File: config.mk
export PLATFORM = sky130hd
export DESIGN_NAME = countdown16
export DESIGN_NICKNAME = d
export VERILOG_FILES = /design/src/rtl/countdown16.sv
export SDC_FILE = /design/constraint.sdc
export NUM_CORES = 1
export LEC_CHECK = 0
export CORE_MARGIN = 5
export CORE_UTILIZATION = 30
export DETAILED_ROUTE_END_ITERATION = 8
export GPL_TIMING_DRIVEN = 1
export PLACE_DENSITY = 0.49
export SLEW_MARGIN = 0
export SYNTH_ARGS = -nofsm -noshare
export SYNTH_HDL_FRONTEND = slang
export SYNTH_SLANG_ARGS = --single-unit
File: constraint.sdc
create_clock -name clk -period 6.35 [get_ports clk]
set_clock_uncertainty 0.1 [all_clocks]
set_input_delay 1.27 -clock clk [delete_from_list [all_inputs] [get_ports clk]]
set_output_delay 1.27 -clock clk [all_outputs]
set_load 0.005 [all_outputs]
File: src/rtl/countdown16.sv
// 16-bit loadable down counter used as the scroll-rate timer.
// Emits a one-cycle registered tc pulse per expiry; one-shot or periodic auto-reload.
module countdown16 (
  input  logic        clk,
  input  logic        rst,
  input  logic        load,
  input  logic [15:0] load_val,
  input  logic        start,
  input  logic        stop,
  input  logic        mode,
  output logic [15:0] Q,
  output logic        tc,
  output logic        busy
);

  typedef enum logic [0:0] {
    ST_IDLE = 1'b0,
    ST_RUN  = 1'b1
  } state_t;

  state_t      state_r, state_s;
  logic [15:0] q_r, q_s;
  logic [15:0] reload_r, reload_s;
  logic        tc_r, tc_s;
  logic        busy_r, busy_s;

  // Borrow chain: bit i toggles when all lower bits are zero (inverted carry taps).
  function automatic logic [15:0] borrow_dec(input logic [15:0] q);
    logic [15:0] b;
    b[0] = 1'b1;
    for (int i = 1; i < 16; i++) begin
      b[i] = b[i-1] & ~q[i-1];
    end
    return q ^ b;
  endfunction

  // Next-state logic: load > stop > start > counting.
  always_comb begin
    state_s  = state_r;
    q_s      = q_r;
    reload_s = reload_r;
    tc_s     = 1'b0;
    if (load) begin
      q_s      = load_val;
      reload_s = load_val;
      state_s  = ST_IDLE;
    end else begin
      case (state_r)
        ST_IDLE: begin
          if (start && !stop && (q_r != 16'd0)) begin
            state_s = ST_RUN;
          end else begin
            state_s = ST_IDLE;
          end
        end
        ST_RUN: begin
          if (stop) begin
            state_s = ST_IDLE;
          end else if (q_r > 16'd1) begin
            q_s = borrow_dec(q_r);
          end else if (q_r == 16'd1) begin
            tc_s = 1'b1;
            if (mode) begin
              q_s = reload_r;
            end else begin
              q_s     = 16'd0;
              state_s = ST_IDLE;
            end
          end else begin
            // Zero in RUN is unreachable; hold the count and park.
            state_s = ST_IDLE;
          end
        end
        default: begin
          state_s = ST_IDLE;
        end
      endcase
    end
    busy_s = (state_s == ST_RUN);
  end

  // State and output registers with synchronous reset.
  always_ff @(posedge clk) begin
    if (rst) begin
      state_r  <= ST_IDLE;
      q_r      <= 16'd0;
      reload_r <= 16'd0;
      tc_r     <= 1'b0;
      busy_r   <= 1'b0;
    end else begin
      state_r  <= state_s;
      q_r      <= q_s;
      reload_r <= reload_s;
      tc_r     <= tc_s;
      busy_r   <= busy_s;
    end
  end

  assign Q    = q_r;
  assign tc   = tc_r;
  assign busy = busy_r;

endmodule

==> summary.md <==
| Metric | Value |
|---|---|
| Status | `complete, no violations` |
| Pre-Repair DR Iteration Count | `4` |
| Slew of the pin with the lowest slew margin | `0.858 ns` |
| Endpoint arrival time on the critical path | `3.88 ns` |
| Placement Rows | `29` |
| Worst reg2reg path depth | `18` |
| Gr usage total | `0.131` |
| Post-synthesis to final-layout area growth | `27.6%` |
| Hold Buf Count CTS | `0` |
| Number of buffers added on ports | `39` |
| Number of buffers inserted during clock tree synthesis | `5` |
| Number of DRC violations after detailed-routing iteration 0 | `64` |
| Proportion of netlist area held by the largest area contributor | `0.358` |
| H-tree depth reported by CTS | `2` |
| Placed cell count | `316` |
| Total routed wirelength | `4860 um` |
| Number of maximum-capacitance violations | `0` |
| Crit Path Class | `flop to flop` |
| RSZ-0062 raised after global routing | `false` |
| Post-Layout Cell Count | `324` |
| Max-slew headroom | `0.427` |
| Ant. Diodes | `0` |
| Clock slew at reported path FFs | `0.07 ns` |
| # nets final | `284` |
| Mapped Area | `1900 um^2` |
| Cell count after synthesis | `213` |
| Antenna violations before repair | `0` |
| CTS resizes | `0` |
| Final HPWL from detailed placement | `3340 um` |
| Capture instance of the worst register-to-register path | `Q[15]$_SDFFE_PP0P_` |
| Maximum ir drop on the vdd rail | `0.119 mV` |
| Clock latency of the later-clocked register in the worst-skew pair | `0.29 ns` |
| Delay of the slowest cell on the worst path | `0.38 ns` |
| Die outline width | `89.6 um` |
| Pre-CTS setup slack | `2.57 ns` |
| Die H | `89.6 um` |
| Share of post-route cells with drive strength above 1 | `0.113` |
| Post-route worst setup slack | `2.56 ns` |
| Routed via count | `1637` |
| Avg Synthesized Cell Area | `8.93 um^2` |
| Die ar. | `8030 um^2` |
| Routed length per placed instance | `15.0 um` |
| Minimum period implied by the final worst setup slack | `3.79 ns` |
| Post-synthesis sequential area ratio | `0.358` |
| Most area-consuming cells after synthesis | `sky130_fd_sc_hd__dfxtp_1 (36%), sky130_fd_sc_hd__ha_1 (11%), sky130_fd_sc_hd__mux2_2 (7.7%)` |
| Synth cell types | `26` |
| Largest net degree at the start of global routing | `32` |
| Final TNS setup | `0 ns` |
| Maximum frequency from static timing analysis | `264 MHz` |
| Detail-routed via count per cell | `5.05` |
| Post-route fraction of the period consumed by the critical path | `0.596` |
| Worst hold slack | `0.374 ns` |
| Number of clock sinks seen by CTS | `34` |
| Synth async-reset ratio | `0` |
| Launch point of the worst reg-to-reg path | `Q[0]$_SDFFE_PP0P_` |
| Dominant cell type by count on the critical path | `sky130_fd_sc_hd__ha_1` |
| Largest buffer count on any clock path | `2` |
| Count of final max-slew check failures | `0` |
| Setup violations, final | `0` |
| Hold violation count in the final report | `0` |
| Yosys warnings | `0` |
| Worst-path fanout max | `4` |
| DRC errors left | `0` |
| End point of the most critical hold path | `reload_r[10]$_SDFFE_PP0P_` |
| Hold Crit Depth | `2` |
| Total core area | `6240 um^2` |
| GPL Wtd Cong | `0.777` |
| Power per unit of standard cell area | `211 nW/um^2` |
| Buffer count from post-CTS setup fixing | `0` |
| Worst min path class | `flop to flop` |
| Sequence of cells on the critical path | `inv_1 > ha_1 > ha_1 > ha_1 > ha_1 > ha_1 > ha_1 > ha_1 > ha_1 > ha_1 > ha_1 > ha_1 > ha_1 > ha_1 > ha_1 > xnor2_1 > mux2_2 > o221ai_1` |
| Global-route wire length before repair | `8070 um` |
| Static leakage | `0.854 nW` |
| TritonCTS clock tree | `yes` |
| Origin of the worst min-delay path | `reload_r[10]$_SDFFE_PP0P_` |
| Starting density of the core | `0.305` |
| Ports placed on the boundary | `40` |
| Req. time, crit path | `6.45 ns` |
| Global route total overflow | `0` |
| Predominant post-synthesis flop cell | `sky130_fd_sc_hd__dfxtp_1` |
| Flip-flop and latch count after synthesis | `34` |
| Number of routed nets with antenna violations | `0` |
| Clock root buffer | `sky130_fd_sc_hd__clkbuf_8` |
| Number of global-route vias before repair | `1677` |
| Number of enable flip-flop cells after synthesis | `0` |
| Kind of start point of the critical path | `flop` |
| Crit end category | `flop` |
| Register-to-register path setup slack | `2.56 ns` |
| Synth area leader | `sky130_fd_sc_hd__dfxtp_1` |
| Net count after synthesis | `251` |
| Slowest cell on the critical path | `sky130_fd_sc_hd__dfxtp_1` |
==> per-layer routing <==
layer	share of wire	global-route usage	vias to the layer above
met5	0	0	-
met4	0.019	0.0487	0
met3	0.047	0.0392	7
met1	0.46	0.161	771
met2	0.47	0.217	32
li1	-	-	827
==> sequential cells by signal, indices dropped and copies added (netlist names) <==
signal    count
reload_r     16
busy          1
Q            16
tc            1
==> cell families (layout without fill, tap and decap cells) <==
logic type               Yosys count  count (layout)  share of synthesized area
AND/OR/NAND/NOR                   79              79                      0.232
AO/OA/AOI/OAI                     36              36                      0.137
flip-flops                        34              34                      0.358
buffers and inverters             31              65                     0.0678
adder cells (fa/ha/maj)           16              16                      0.105
multiplexers                      16              16                     0.0947
XOR/XNOR                           1               1                    0.00461
==> power by group <==
group,internal (W),switching (W)
Sequential,0.000226,0.00000932
Clock,0.0000875,0.0000787
Combinational,0.0000619,0.0000491
==> cell type report <==
type / instances / area, um^2
Inverter: 16 / 60.1
Clock buffer: 7 / 86.3
Sequential cell: 34 / 681
Clock inverter: 1 / 5.00
Multi-Input combinational cell: 148 / 1090
Fill cell: 649 / 3810
Timing Repair Buffer: 41 / 405
Tap cell: 77 / 96.3
==> placed cells by master (no fill, tap or decap), types with 3 or more instances in the layout <==
| cell | instances |
|---|---|
| sky130_fd_sc_hd__clkdlybuf4s50_1 | 39 |
| sky130_fd_sc_hd__nand2_1 | 36 |
| sky130_fd_sc_hd__dfxtp_1 | 34 |
| sky130_fd_sc_hd__nand2b_1 | 17 |
| sky130_fd_sc_hd__inv_1 | 16 |
| sky130_fd_sc_hd__o221ai_1 | 16 |
| sky130_fd_sc_hd__a21oi_1 | 16 |
| sky130_fd_sc_hd__ha_1 | 16 |
| sky130_fd_sc_hd__or4_1 | 15 |
| sky130_fd_sc_hd__mux2_2 | 13 |
| sky130_fd_sc_hd__clkbuf_8 | 6 |
| sky130_fd_sc_hd__nor4_2 | 3 |
| sky130_fd_sc_hd__nor2_1 | 3 |
| sky130_fd_sc_hd__mux2_1 | 3 |
==> synth_stat cells, drive strengths merged, types with 3 or more instances <==
library cell  instances
nand2                36
nor2                  4
mux2                 16
ha                   16
or4                  15
a21oi                16
clkbuf               12
inv                  16
buf                   3
nor4                  4
dfxtp                34
nand2b               17
o221ai               16
==> per-stage QoR <==
| stage | cell area, um^2 | total power [W] | utilization |
|---|---|---|---|
| 4_1_cts | 2430 | 0.000525 | 0.389 |
| 5_1_grt | 2430 | 0.000546 | 0.389 |
| 6_report | 2430 | 0.000512 | 0.389 |
| 2_1_floorplan | 1900 | 0.000307 | - |
| 3_3_place_gp | 2330 | 0.000353 | 0.374 |
| 3_5_place_dp | 2330 | 0.000353 | 0.374 |
==> how the worst max path moves through the flow <==
| stage | startpoint | to | depth (start not counted) |
|---|---|---|---|
| floorplan | Q[0]$_SDFFE_PP0P_ | Q[15]$_SDFFE_PP0P_ | 18 |
| global placement | Q[0]$_SDFFE_PP0P_ | Q[15]$_SDFFE_PP0P_ | 18 |
| detailed placement | Q[0]$_SDFFE_PP0P_ | Q[15]$_SDFFE_PP0P_ | 18 |
| CTS | Q[0]$_SDFFE_PP0P_ | Q[15]$_SDFFE_PP0P_ | 18 |
| global route | Q[0]$_SDFFE_PP0P_ | Q[15]$_SDFFE_PP0P_ | 18 |
| finish | Q[0]$_SDFFE_PP0P_ | Q[15]$_SDFFE_PP0P_ | 18 |
==> critical path: cells and delay by family (launching register included) <==
family                     cells  cell delay, ns
adders and majority gates     14            2.60
DFF                            1            0.38
muxes                          1            0.26
AOI/OAI and AO/OA              1            0.15
xor gates and xnor gates       1            0.12
buffers and inverters          1            0.09
No activity file was read; power rests on OpenSTA's default activity.
